<file path="config.mk">
export PLATFORM = sky130hd
export DESIGN_NAME = hdmi_period_scheduler
export DESIGN_NICKNAME = d
export VERILOG_FILES = /design/src/rtl/hdmi_pkg.sv /design/src/rtl/hdmi_period_scheduler.sv
export SDC_FILE = /design/constraint.sdc
export NUM_CORES = 1
export LEC_CHECK = 0
export CORE_MARGIN = 3
export CORE_UTILIZATION = 40
export DETAILED_ROUTE_END_ITERATION = 10
export PLACE_DENSITY = 0.65
export SLEW_MARGIN = 20
export SYNTH_ARGS = -nofsm -noshare
export SYNTH_HDL_FRONTEND = slang
export SYNTH_SLANG_ARGS = --single-unit
</file>
<file path="constraint.sdc">
create_clock -name clk_pixel -period 4.1 [get_ports clk_pixel]
set_clock_uncertainty 0.15 [all_clocks]
set_input_delay 0.615 -clock clk_pixel [delete_from_list [all_inputs] [get_ports clk_pixel]]
set_output_delay 0.615 -clock clk_pixel [all_outputs]
set_load 0.005 [all_outputs]
</file>
<file path="src/rtl/hdmi_pkg.sv">
// Shared constants and FSM state type for the HDMI period scheduler.
// Mode encodings, preamble CTL words, period lengths, scheduling thresholds.
package hdmi_pkg;

  localparam logic [2:0] MODE_CTRL         = 3'd0;
  localparam logic [2:0] MODE_VIDEO        = 3'd1;
  localparam logic [2:0] MODE_VIDEO_GUARD  = 3'd2;
  localparam logic [2:0] MODE_ISLAND       = 3'd3;
  localparam logic [2:0] MODE_ISLAND_GUARD = 3'd4;

  localparam logic [3:0] CTL_NONE = 4'b0000;
  localparam logic [3:0] CTL_VPRE = 4'b0001;
  localparam logic [3:0] CTL_DPRE = 4'b0101;

  localparam logic [5:0] PRE_LEN   = 6'd8;
  localparam logic [5:0] GUARD_LEN = 6'd2;
  localparam logic [5:0] PKT_LEN   = 6'd32;

  localparam int ISLAND_MIN = 58;
  localparam int PKT_MIN    = 49;
  localparam int VPRE_LEAD  = 10;

  typedef enum logic [2:0] {
    ST_CTRL,
    ST_VPRE,
    ST_VGUARD,
    ST_VIDEO,
    ST_DPRE,
    ST_DGUARD_L,
    ST_DATA,
    ST_DGUARD_T
  } state_e;

  function automatic logic [2:0] state_mode(input state_e s);
    logic [2:0] m;
    m = MODE_CTRL;
    unique case (s)
      ST_VGUARD:   m = MODE_VIDEO_GUARD;
      ST_VIDEO:    m = MODE_VIDEO;
      ST_DGUARD_L: m = MODE_ISLAND_GUARD;
      ST_DGUARD_T: m = MODE_ISLAND_GUARD;
      ST_DATA:     m = MODE_ISLAND;
      default:     m = MODE_CTRL;
    endcase
    return m;
  endfunction

endpackage

</file>
<file path="src/rtl/hdmi_period_scheduler.sv">
// Per-pixel TMDS period sequencer: control, video preamble/guard, video, data island.
// In: clk_pixel, reset_n, de, blank_left, sync_in, packet_valid. Out: mode, ctl, sync_out, packet_ready/pixel/abort.
module hdmi_period_scheduler
  import hdmi_pkg::*;
#(
  parameter int MAX_PACKETS = 18,
  parameter int BLANK_WIDTH = 12
) (
  input  logic                   clk_pixel,
  input  logic                   reset_n,
  input  logic                   de,
  input  logic [BLANK_WIDTH-1:0] blank_left,
  input  logic [1:0]             sync_in,
  input  logic                   packet_valid,
  output logic [2:0]             mode,
  output logic [3:0]             ctl,
  output logic [1:0]             sync_out,
  output logic                   packet_ready,
  output logic [4:0]             packet_pixel,
  output logic                   packet_abort
);

  localparam int PKT_W = $clog2(MAX_PACKETS + 1);

  state_e           state_q, state_d;
  logic [5:0]       phase_q, phase_d;
  logic [PKT_W-1:0] pkt_cnt_q, pkt_cnt_d;
  logic [3:0]       ctrl_cnt_q, ctrl_cnt_d;
  logic [1:0]       sync_q, sync_d;
  logic             ready_q, ready_d;
  logic             abort_q, abort_d;

  logic bl_vpre, bl_island, bl_pkt, more_pkt;

  assign bl_vpre   = blank_left == BLANK_WIDTH'(VPRE_LEAD);
  assign bl_island = blank_left >= BLANK_WIDTH'(ISLAND_MIN);
  assign bl_pkt    = blank_left >= BLANK_WIDTH'(PKT_MIN);
  assign more_pkt  = packet_valid && bl_pkt
                     && (pkt_cnt_q < PKT_W'(MAX_PACKETS));

  always_comb begin
    state_d   = state_q;
    phase_d   = phase_q + 6'd1;
    pkt_cnt_d = pkt_cnt_q;
    ready_d   = 1'b0;
    abort_d   = 1'b0;
    sync_d    = sync_in;
    if (de && state_q != ST_VIDEO && state_q != ST_VGUARD) begin
      state_d = ST_VIDEO;
      phase_d = 6'd0;
      abort_d = state_q == ST_DATA;
    end else begin
      unique case (state_q)
        ST_CTRL: begin
          phase_d = 6'd0;
          if (bl_vpre) begin
            state_d = ST_VPRE;
          end else if (packet_valid && ctrl_cnt_q >= 4'd4 && bl_island) begin
            state_d = ST_DPRE;
          end
        end
        ST_VPRE: begin
          if (phase_q == PRE_LEN - 6'd1) begin
            state_d = ST_VGUARD;
            phase_d = 6'd0;
          end
        end
        ST_VGUARD: begin
          if (phase_q == GUARD_LEN - 6'd1) begin
            state_d = ST_VIDEO;
            phase_d = 6'd0;
          end
        end
        ST_VIDEO: begin
          phase_d = 6'd0;
          if (!de) state_d = ST_CTRL;
        end
        ST_DPRE: begin
          if (phase_q == PRE_LEN - 6'd1) begin
            state_d = ST_DGUARD_L;
            phase_d = 6'd0;
          end
        end
        ST_DGUARD_L: begin
          if (phase_q == GUARD_LEN - 6'd1) begin
            state_d   = ST_DATA;
            phase_d   = 6'd0;
            ready_d   = 1'b1;
            pkt_cnt_d = PKT_W'(1);
          end
        end
        ST_DATA: begin
          if (phase_q == PKT_LEN - 6'd1) begin
            phase_d = 6'd0;
            if (more_pkt) begin
              ready_d   = 1'b1;
              pkt_cnt_d = pkt_cnt_q + PKT_W'(1);
            end else begin
              state_d = ST_DGUARD_T;
            end
          end
        end
        ST_DGUARD_T: begin
          if (phase_q == GUARD_LEN - 6'd1) begin
            state_d = ST_CTRL;
            phase_d = 6'd0;
          end
        end
        default: begin
          state_d = ST_CTRL;
          phase_d = 6'd0;
        end
      endcase
    end
    // Packet count only lives inside the data period.
    if (state_d != ST_DATA) pkt_cnt_d = '0;
    ctrl_cnt_d = 4'd0;
    if (state_d == ST_CTRL) begin
      ctrl_cnt_d = (ctrl_cnt_q == 4'd15) ? 4'd15 : ctrl_cnt_q + 4'd1;
    end
  end

  always_ff @(posedge clk_pixel) begin
    if (!reset_n) begin
      state_q    <= ST_CTRL;
      phase_q    <= 6'd0;
      pkt_cnt_q  <= '0;
      ctrl_cnt_q <= 4'd0;
      sync_q     <= 2'd0;
      ready_q    <= 1'b0;
      abort_q    <= 1'b0;
    end else begin
      state_q    <= state_d;
      phase_q    <= phase_d;
      pkt_cnt_q  <= pkt_cnt_d;
      ctrl_cnt_q <= ctrl_cnt_d;
      sync_q     <= sync_d;
      ready_q    <= ready_d;
      abort_q    <= abort_d;
    end
  end

  always_comb begin
    mode = state_mode(state_q);
    ctl  = CTL_NONE;
    if (state_q == ST_VPRE) ctl = CTL_VPRE;
    if (state_q == ST_DPRE) ctl = CTL_DPRE;
    packet_pixel = (state_q == ST_DATA) ? phase_q[4:0] : 5'd0;
  end

  assign sync_out     = sync_q;
  assign packet_ready = ready_q;
  assign packet_abort = abort_q;

endmodule

</file>
# --- After elaboration in Yosys (flattened, before gate mapping) ---
# Index checks and enable logic that the tools add are counted.
word_totals:
  ff_bits: 22
  in_bits: 18
  out_inout_bits: 16
  wordCells: 81
op_classes:
  addsub: 3
  n_lt_le_gt_ge: 4
  n_eq_ne: 18
  muxes: 29
  bitwise_logic: 2
  reduce_logical: 18
ops:
  columns: ["cell", "n"]
  rows:
  - ["$mux 3", 11]
  - ["$ge 12x6->1 const B", 2]
  - ["$pmux 3 s8", 1]
  - ["$pmux 6 s4", 1]
  - ["$mux 5", 4]
  - ["$mux 6", 3]
  - ["$eq 12x4->1 const B", 1]
  - ["$eq 3x3->1 const B", 4]
  - ["$pmux 3 s4", 1]
  - ["$pmux 5 s2", 1]
  - ["$reduce_or 2->1", 5]
  - ["$mux 4", 2]
  - ["$add 6x1->6 const B", 1]
  - ["$eq 3x2->1 const B", 2]
  - ["$eq 6x1->1 const B", 1]
  - ["$eq 6x3->1 const B", 1]
  - ["$eq 6x5->1 const B", 1]
  - ["$logic_and 1x1->1", 6]
  - ["$logic_not 3->1", 2]
  - ["$ne 3x2->1 const B", 2]
  - ["$add 5x1->5 const B", 1]
  - ["$lt 5x5->1 const B", 1]
  - ["$reduce_and 5->1", 1]
  - ["$add 4x1->4 const B", 1]
  - ["12 further kinds", 18]

# --- Depth between registers and ports, before layout ---
# Gate-level depths: netlist of the first run.
logic_depth:
  word_depth: 9
  mapped_depth: 7
  depth_no_buf: 7

# --- Worst setup path after synthesis of the first run ---
# No wires, ideal clock.
synth_path:
  kind: "reg-to-reg"
  from: "reg phase_q[0]"
  to: "reg pkt_cnt_q[3]"
  setup_ns: 0.079
  t_arrival_ns: 1.937
  required_ns: 3.871
  path_slack_ns: 1.933
  path_stages_with_launch: 8
  n_path_buf: 1
  period_less_slack_ns: 2.167
  cell_sequence: "dfxtp_1 -> ha_1 -> clkbuf_2 -> nand4_1 -> nor3_1 -> o211ai_1 -> or4_1 -> a211oi_2"
synth_via:
  elab_chain_len: 6
  word_cells_on_any_way: 16
  cone_classes: "eq/ne (6); mux (8); reduce/logical (2)"
synth_lines:
  columns: ["item", "line_no", "rtl"]
  rows:
  - ["start: declaration", "hdmi_period_scheduler.sv:26", "logic [5:0] phase_q, phase_d;"]
  - ["start signal: assignment", "hdmi_period_scheduler.sv:134", "phase_q <= phase_d;"]
  - ["$eq 6x1->1, or another cell as far along", "hdmi_period_scheduler.sv:69, hdmi_period_scheduler.sv:85, hdmi_period_scheduler.sv:104", null]
  - ["$mux 3, or another cell as far along", "hdmi_period_scheduler.sv:104", "if (phase_q == GUARD_LEN - 6'd1) begin"]
  - ["$pmux 3 s8", "hdmi_period_scheduler.sv:53", "unique case (state_q)"]
  - ["$mux 3", "hdmi_period_scheduler.sv:48", "if (de && state_q != ST_VIDEO && state_q != ST_VGUARD) begin"]
  - ["$ne 3x3->1", "hdmi_period_scheduler.sv:116", "if (state_d != ST_DATA) pkt_cnt_d = '0;"]
  - ["$reduce_or 2->1 (no line)", null, null]
  - ["end signal: assignment", "hdmi_period_scheduler.sv:135", "pkt_cnt_q <= pkt_cnt_d;"]
  - ["end: declaration", "hdmi_period_scheduler.sv:27", "logic [PKT_W-1:0] pkt_cnt_q, pkt_cnt_d;"]
# Parallel ways exist; a longest one is shown, timed or not.
# A chain may end at the register's enable or synchronous reset.

# --- Worst setup path in the final report of the first run ---
layout_path:
  from: "reg state_q[0]"
  to: "out packet_pixel[1]"
layout_via:
  elab_chain_len: 2
layout_lines:
  columns: ["item", "line_no", "rtl"]
  rows:
  - ["start: declaration", "hdmi_period_scheduler.sv:25", "state_e state_q, state_d;"]
  - ["start signal: assignment", "hdmi_period_scheduler.sv:133", "state_q <= state_d;"]
  - ["$eq 3x3->1", "hdmi_period_scheduler.sv:148", "packet_pixel = (state_q == ST_DATA) ? phase_q[4:0] : 5'd0;"]
  - ["$mux 5", "hdmi_period_scheduler.sv:148", null]
  - ["end: declaration", "hdmi_period_scheduler.sv:19", "output logic [4:0] packet_pixel,"]
# Every way passes these cells.

==> results by group, run 1 <==
Logic synthesis
  – Post-synth cell types: 56
  – Top-count cell post-synth: dfxtp_1
  – Seq cells post-synth: 22
  – Synth Instances: 169
  – Synth area leader: dfxtp_1
  – Yosys warnings: 0
  – Mapped Avg Cell Area: around 8.5 um2
  – Top cell type's share of synthesized area: around 31%
  – Asr flop ratio synth: 0%
  – EDFF count, synth: 0
  – Post-Syn Area: 1430 um2
  – Post-synthesis sequential area ratio: 30.8%
  – Ranking of synthesized cells by area: dfxtp_1 (31%), ha_1 (3.5%), nor3_1 (3.5%)
  – Main synth FF type: dfxtp_1
  – Commonest cells in the netlist: dfxtp_1 (22), nor2_1 (12), nor3_1 (10)

Worst setup path
  – Max incr delay on CP: 610 ps
  – Worst EP required: 3340 ps
  – CP arrival: between 2000 and 2500 ps
  – R2r startpoint: state_q[0]
  – Worst-path fanout max: 13
  – WS Path Type: reg -> out
  – Critical Path Source Type: register
  – Crit-path slowest cell: dfxtp_1
  – Crit-path cells: nand2b_1 > clkinv_1 > nand2_1 > nor2_1 > clkdlybuf4s50_1
  – Reg2Reg Depth: 6
  – Reg2reg setup slack: 1540 ps
  – R2R Path End: ctrl_cnt_q[3]
  – CP endpoint kind: output pin

Pwr
  – Pleak: 0.000636 uW
  – PwrDens: around 240 nW/um2
  – Maximum vdd ir drop: 0.102 mV

STA
  – Minimum clock period: ~3000 ps
  – Final Hold Viols: 0
  – Fin crit share: between 70% and 80%
  – Fmax achieved: 335 MHz
  – Fin. max-slew vios: 0
  – Worst slew margin: 56.5%
  – TNS Setup: 0 ps
  – RSZ-0062 raised after global routing: false
  – WHS: roughly 340 ps
  – Slew @ Worst Pin: between 600 and 700 ps
  – Final setup violation count: 0

Clock tree
  – CTS tree: done
  – CTS sink count: 22
  – Hold_buf cts: 0
  – Worst skew pair latency: 320 ps
  – Post-CTS Setup Inserts: 0
  – Post-CTS resize count: 0
  – CTS Buf Count: 3
  – Clock buffer depth: 2
  – Root buffer cell: clkbuf_4
  – Clock-pin slew on the worst setup and hold paths: ~120 ps
  – H-tree Lvls: 1

Floorplanning
  – Cell Rows: 21
  – Die width: approximately 66 um
  – Die Height: 65.8 um
  – Die area: approximately 4300 um2
  – I/O pins: 34
  – Core ar.: approximately 3400 um2
  – Starting Density: 42.2%

Cells and area
  – Nets: between 200 and 250
  – Inserted Diodes: 0
  – Syn-to-layout area delta: 25.0%
  – Share of cells above drive strength 1: between 10% and 20%
  – Final non-filler cell total: 242

Routing
  – First-pass iteration count of the detailed router: 4
  – Post-DR wirelength/cell: 14.8 um
  – Via count: around 1,400
  – Initial DRC count: 65
  – Final ANT Viol Nets: 0
  – DRC: 0
  – Routed vias/inst: 5.74
  – Routed WL: around 3600 um

Placement
  – Inst Count DP: roughly 240
  – Global placement routability congestion: about 0.86
  – Port-buffer cells: 31
  – DP HPWL: 2810 um

Worst hold path
  – Min-delay src: phase_q[0]
  – Hold path depth: 1
  – Min-Delay Path Class: reg -> reg
  – Hold-critical path endpoint: phase_q[0]

Global route
  – Largest net degree at the start of global routing: 20
  – Vias in the first global route: about 1,400
  – Initial antenna violation count: 0
  – First-pass GRT wire length: 6450 um
  – Global route overflow: 0
  – GRT Util Overall: 18.9%

Outcome
  – Outcome: completed

Job
  – MaxCap Viol Count: 0
[state kept, by name, summed over array words and instances (netlist names)]
name,count
ctrl_cnt_q,4
packet_abort,1
packet_ready,1
phase_q,6
pkt_cnt_q,5
state_q,3
sync_out,2
[worst max-delay path, delay by kind of cell, from the launching register on]
kind                   cells  cell delay, ps
buffers and inverters      2             680
flip-flops                 1             610
AND/OR/NAND/NOR            3             600
[where the power goes]
| group | internal, uW | leakage, uW | switching, uW |
|---|---|---|---|
| combinational | 38.8 | 0.000436 | 37.7 |
| clock | 54.4 | 0.0000210 | 71.2 |
| sequential | 219 | 0.000179 | 9.26 |
| total | 312 | 0.000636 | 118 |
[cell type report]
type                       count  area [um2]
clock buffer                   4        36.3
fill                         309        1600
timing repair buffer          31         310
sequential                    22         440
tap                           46        57.6
multi-input combinational    130         907
inverter                       9        33.8
[how the worst max path moves through the flow]
stage / slack [ps] / from / end
after global routing: 980 / state_q[0] / packet_pixel[1]
after detailed placement: 1310 / blank_left[8] / ctrl_cnt_q[1]
after CTS: 1130 / state_q[0] / packet_pixel[1]
final: 1120 / state_q[0] / packet_pixel[1]
after global placement: 1340 / blank_left[8] / ctrl_cnt_q[1]
after floorplan: 1930 / phase_q[0] / pkt_cnt_q[3]
[routing by layer]
metal | track usage [%] | vias to the layer above | part of all wire, %
li1 | - | 696 | -
met1 | 23.6 | 653 | 44
met2 | 32.4 | 34 | 50
met3 | 2.39 | 5 | 4.5
met4 | 7.77 | 0 | 1.6
met5 | 0 | - | 0
[stage by stage]
stage               utilization, %  instance area (um2)  setup WS (ps)  power (uW)
detailed placement            51.6                 1750           1310         309
global route                  52.7                 1790            979         451
finish                        52.7                 1790           1120         430
floorplan                        -                 1430           1930         273
global placement              51.6                 1750           1340         307
CTS                           52.7                 1790           1130         436
[logic make-up after synthesis]
group / share of synthesized area, %
other: 0.262
AND/OR/NAND/NOR: 32.1
XOR/XNOR: 2.45
buffers and inverters: 5.95
adder cells (fa/ha/maj): 3.50
AO/OA/AOI/OAI: 24.9
flip-flops: 30.8
[cell usage in the layout, fill, tap and decap left out, types with 2 or more instances in the layout]
cell type	Yosys	final
a211oi_1	4	4
a211oi_2	2	2
a31oi_1	4	4
and2_1	5	5
and3_1	6	6
and3_2	2	2
clkbuf_4	0	3
clkdlybuf4s50_1	0	31
conb_1	1	2
dfxtp_1	22	22
ha_1	4	4
inv_1	8	8
nand2_1	9	9
nand2b_1	5	5
nand3_1	8	8
nand3b_1	2	2
nand4_1	3	3
nor2_1	12	12
nor2b_1	3	3
nor3_1	10	10
nor3_2	2	2
nor4_1	3	3
o2111a_1	2	2
o2111ai_1	2	2
o211ai_1	4	4
o21ai_0	2	2
o31a_2	2	2
o31ai_1	3	3
or4_1	3	3
xnor2_1	2	2
xor2_1	2	2
(Power assumes the default switching activity.)
==> inputs of run 2 (changes only) <==
--- a/config.mk
+++ b/config.mk
@@ -8,7 +8,7 @@
 export CORE_MARGIN = 3
 export CORE_UTILIZATION = 40
 export DETAILED_ROUTE_END_ITERATION = 10
-export PLACE_DENSITY = 0.65
+export PLACE_DENSITY = 0.67
 export SLEW_MARGIN = 20
 export SYNTH_ARGS = -nofsm -noshare
 export SYNTH_HDL_FRONTEND = slang
==> constraint.sdc (replaced) <==
create_clock -name clk_pixel -period 2.6 [get_ports clk_pixel]
set_clock_uncertainty 0.15 [all_clocks]
set_input_delay 0.39 -clock clk_pixel [delete_from_list [all_inputs] [get_ports clk_pixel]]
set_output_delay 0.39 -clock clk_pixel [all_outputs]
set_load 0.005 [all_outputs]
==> run 2 against run 1 <==
  * Global-route usage grew 0.25 points
  * Worst hold slack improved by 9.9 ps
  * Utilization grew 1.8 points
  * Flip-flop and latch count is the same
==> results by group, run 2 (synthesized netlist as in run 1, its figures left out) <==
Worst setup path
  – R2R Path End: pkt_cnt_q[3]
  – Reg2reg setup slack: 220 ps
  – Crit-path slowest cell: clkdlybuf4s50_1
  – Worst EP required: 2060 ps
  – Reg2Reg Depth: 6
  – WS Path Type: reg -> out
  – CP arrival: 1930 ps
  – WP buf/inv: 3
  – Crit path capture: packet_pixel[3]
  – Max incr delay on CP: 440 ps
  – CP endpoint kind: output pin
  – Worst path top cell family by delay: buffers and inverters
  – R2r startpoint: phase_q[0]
  – Crit-path cells: nand2b_1 > clkinv_1 > buf_4 > and3_2 > clkdlybuf4s50_1
  – CP startpoint: state_q[0]
  – Critical Path Source Type: register
  – Worst-path fanout max: 7
  – Crit path depth: 5

STA
  – Final Hold Viols: 0
  – Fmax achieved: 405 MHz
  – Slew @ Worst Pin: 604 ps
  – Final setup violation count: 0
  – Fin crit share: a little over nine tenths
  – Minimum clock period: between 2000 and 2500 ps
  – RSZ-0062 raised after global routing: false
  – Fin. max-slew vios: 0
  – TNS Setup: 0 ps
  – Worst slew margin: roughly three fifths

Cells and area
  – Top reg by flops: phase_q
  – Top Registers: phase_q (6), pkt_cnt_q (5), ctrl_cnt_q (4)
  – Inserted Diodes: 0
  – Syn-to-layout area delta: 29.3%
  – Most frequent cells in the layout: clkdlybuf4s50_1 (31), dfxtp_1 (20), nor2_1 (12)
  – Final non-filler cell total: 250
  – Nets: around 230
  – Footprint of the multi-input gates: 907 um2
  – Reg area: 443 um2
  – Share of cells above drive strength 1: between 15 and 20%
  – Largest register FFs: 6
  – Fillers: roughly 320
  – Most common cell after layout, fill and taps aside: clkdlybuf4s50_1

Global route
  – Global route overflow: 0
  – Vias in the first global route: about 1,400
  – Initial antenna violation count: 0
  – Largest net degree at the start of global routing: 20
  – GRT Util Overall: between 10% and 20%
  – First-pass GRT wire length: 6540 um

Clock tree
  – Clock buffer depth: 2
  – CTS tree: done
  – Worst skew pair latency: 310 ps
  – Root buffer cell: clkbuf_4
  – CTS sink count: 22
  – Post-CTS Setup Inserts: 0
  – H-tree Lvls: 1
  – Clock-pin slew on the worst setup and hold paths: 130 ps
  – CTS Buf Count: 3
  – Hold_buf cts: 0

Job
  – MaxCap Viol Count: 0

Placement
  – Port-buffer cells: 31
  – Global placement routability congestion: roughly 0.86
  – Inst Count DP: between 200 and 250
  – DP HPWL: 2950 um

Routing
  – First-pass iteration count of the detailed router: 5
  – Routed vias/inst: 5.62
  – Wl on met1: 1600 um
  – Max Used Layer: met4
  – Final ANT Viol Nets: 0
  – DRC: 0
  – Routed WL: 3750 um
  – Routed wl met3: 171 um
  – Via count: 1,405
  – Post-DR wirelength/cell: about 15 um
  – Initial DRC count: 88
  – Met2 routed WL: 1950 um

Outcome
  – Outcome: completed

Floorplanning
  – Die width: 65.8 um
  – Starting Density: between 40% and 50%
  – I/O pins: 34
  – Cell Rows: 21
  – Die Height: 65.8 um
  – Core ar.: 3390 um2
  – Die area: around 4300 um2

Pwr
  – PwrDens: 370 nW/um2
  – Pleak: slightly below 0.0007 uW
  – Maximum vdd ir drop: 0.166 mV

Worst hold path
  – Min-Delay Path Class: reg -> reg
[run 2: cell types whose count changed in the layout (fill, tap and decap cells not counted), sizes merged]
cell / delta
buf: +8
[run 2: layer usage]
metal	up-vias	GRT usage [%]
li1	707	-
met1	651	24.5
met2	43	33.7
met3	4	2.22
met4	0	4.92
met5	-	0
[run 2: worst min-delay path by stage]
stage / start / endpoint / slack [ps] / cells past startpoint
CTS: phase_q[0] / phase_q[0] / 360 / 1
detailed placement: phase_q[0] / phase_q[0] / 330 / 1
floorplan: phase_q[0] / phase_q[0] / 290 / 1
global placement: phase_q[0] / phase_q[0] / 320 / 1
finish: phase_q[0] / phase_q[0] / 350 / 1
global route: phase_q[0] / phase_q[0] / 410 / 1
[run 2: repair_timing]
action / 4_1_cts / 5_1_grt
gates resized for setup: 0 / 2
endpoints found under the setup margin: 0 / 7
endpoints found under the hold margin: 0 / 0
[run 2: final cells by class]
type | instances | share of cell area, %
multi-input cells | 130 | 49.1
repair buffers | 39 | 20.0
flip-flops and latches | 22 | 24.0
clock buffers | 4 | 1.96
inverters | 9 | 1.83
well taps | 46 | 3.11
[run 2: report_power, final]
group / internal, uW / switching [uW] / leakage [uW]
combinational: 69.1 / 66.7 / 0.000478
sequential: 346 / 8.06 / 0.000179
clock: 85.6 / 110 / 0.0000210
[run 2: through the flow]
step	power, uW	utilization, %	hold slack (ps)	area, um2	setup WS [ps]
3_3_place_gp	494	53.4	318	1810	142
3_5_place_dp	496	53.4	333	1810	103
2_1_floorplan	431	-	291	1430	433
5_1_grt	720	54.5	409	1850	15.1
4_1_cts	688	54.4	362	1850	22.4
6_report	685	54.5	350	1850	133
==> inputs of run 3 (changes only) <==
--- a/config.mk
+++ b/config.mk
@@ -6,9 +6,9 @@
 export NUM_CORES = 1
 export LEC_CHECK = 0
 export CORE_MARGIN = 3
-export CORE_UTILIZATION = 40
+export CORE_UTILIZATION = 30
 export DETAILED_ROUTE_END_ITERATION = 10
-export PLACE_DENSITY = 0.67
+export PLACE_DENSITY = 0.53
 export SLEW_MARGIN = 20
 export SYNTH_ARGS = -nofsm -noshare
 export SYNTH_HDL_FRONTEND = slang
==> run 3 against run 2 <==
  * Sequential power about the same
  * Cell area increased by 2.4%
  * First-iteration DRC count down 31%
  * Via count down 0.57%
  * Maximum frequency rose by 3.0%
==> results by group, run 3 (synthesized netlist as in run 1, its figures left out) <==
Floorplanning
  – Core ar.: about 4500 um2
  – I/O pins: 34
  – Die Height: between 70 and 80 um
  – Die area: 5630 um2
  – Die width: 75.0 um
  – Cell Rows: 24
  – Starting Density: 31.9%

Cells and area
  – Nets: 227
  – Largest register FFs: 6
  – Syn-to-layout area delta: 32.4%
  – Most common cell after layout, fill and taps aside: clkdlybuf4s50_1
  – Post-layout util: 42.3%
  – Top Registers: phase_q (6), pkt_cnt_q (5), ctrl_cnt_q (4)
  – Share of cells above drive strength 1: 16.2%
  – Top reg by flops: phase_q
  – Inserted Diodes: 0
  – Most frequent cells in the layout: clkdlybuf4s50_1 (31), dfxtp_1 (21), nor2_1 (12)

Global route
  – Vias in the first global route: 1,433
  – Largest net degree at the start of global routing: 20
  – Initial antenna violation count: 0
  – GRT Util Overall: 15.7%
  – Global route overflow: 0
  – First-pass GRT wire length: 6760 um

STA
  – Final setup violation count: 0
  – Worst slew margin: 64.8%
  – RSZ-0062 raised after global routing: false
  – Fin crit share: 92.1%
  – Final Hold Viols: 0
  – Fmax achieved: 417 MHz
  – Fin. max-slew vios: 0
  – Slew @ Worst Pin: 522 ps
  – TNS Setup: 0 ps
  – Minimum clock period: approximately 2400 ps
  – Final setup margin: between 200 and 250 ps

Clock tree
  – Root buffer cell: clkbuf_8
  – CTS Buf Count: 3
  – Post-CTS Setup Inserts: 0
  – Post-CTS resize count: 0
  – H-tree Lvls: 1
  – CTS sink count: 22
  – CTS tree: done
  – Worst skew pair latency: about 270 ps
  – Clock-pin slew on the worst setup and hold paths: 80 ps
  – Clock buffer depth: 2
  – Hold_buf cts: 0

Worst setup path
  – WS Path Type: reg -> out
  – CP arrival: 1860 ps
  – WP buf/inv: 2
  – Worst-path fanout max: 8
  – Crit-path cells: nand2b_1 > clkinv_1 > and3_2 > clkdlybuf4s50_1
  – Worst path top cell family by delay: buffers and inverters
  – Crit-path slowest cell: clkdlybuf4s50_1
  – R2r startpoint: phase_q[0]
  – CP endpoint kind: output pin
  – Critical Path Source Type: register
  – Worst EP required: 2060 ps
  – CP startpoint: state_q[0]
  – Max incr delay on CP: 440 ps

Worst hold path
  – Min-delay src: phase_q[0]
  – Min-Delay Path Class: reg -> reg

Routing
  – Routed WL: about 3900 um
  – Final ANT Viol Nets: 0
  – DRC: 0
  – Via count: 1,397
  – Post-DR wirelength/cell: around 15 um
  – Initial DRC count: just over 60
  – Routed vias/inst: 5.46
  – First-pass iteration count of the detailed router: 4

Job
  – MaxCap Viol Count: 0

Placement
  – Pre-CTS WS: between 50 and 60 ps
  – DP HPWL: about 3100 um
  – Port-buffer cells: 31
  – Global placement routability congestion: 0.794

Pwr
  – Maximum vdd ir drop: 0.235 mV
  – Pleak: 0.000691 uW
  – PwrDens: 432 nW/um2

Outcome
  – Outcome: completed
-- run 3: cell types whose count changed in the layout (fill, tap and decap cells not counted) --
cell / before / now
clkbuf_4: 3 / 0
clkbuf_8: 1 / 3
bufinv_16: 0 / 1
dfxtp_1: 20 / 21
dfxtp_2: 2 / 1
nand2_1: 9 / 8
nand2_2: 0 / 1
-- run 3: report_power, final --
group | total, uW | internal, uW | switching, uW
clock network | 328 | 206 | 122
logic | 137 | 67.4 | 69.1
registers | 353 | 345 | 7.71
-- run 3: final cells by class --
type                            count  area, um2
Tap cell                           52       65.1
Sequential cell                    22        442
Clock inverter                      1       30.0
Timing Repair Buffer               39        370
Clock buffer                        3       41.3
Fill cell                         435       2580
Multi-Input combinational cell    130        910
Inverter                            9       33.8
-- run 3: routing by layer --
metal  vias to the layer above  track usage [%]  part of all wire [%]
met1                       669             19.1                    45
met5                         -                0                     0
met2                        19             27.7                    50
met3                         5             3.60                   3.0
met4                         0             4.15                   1.1
li1                        704                -                     -
-- run 3: final timing paths --
check             cells after the start  slack, ps               to
setup / recovery                      4        200  packet_pixel[3]
hold / removal                        1        330       phase_q[0]
setup reg to reg                      7        360     pkt_cnt_q[0]
hold reg to reg                       1        330       phase_q[0]
-- run 3: through the flow --
stage	cells	hold slack [ps]	power [uW]	area [um2]
floorplan	170	291	431	1430
global placement	252	318	494	1820
detailed placement	252	317	496	1820
CTS	256	338	829	1890
global route	256	365	856	1890
finish	256	332	817	1890
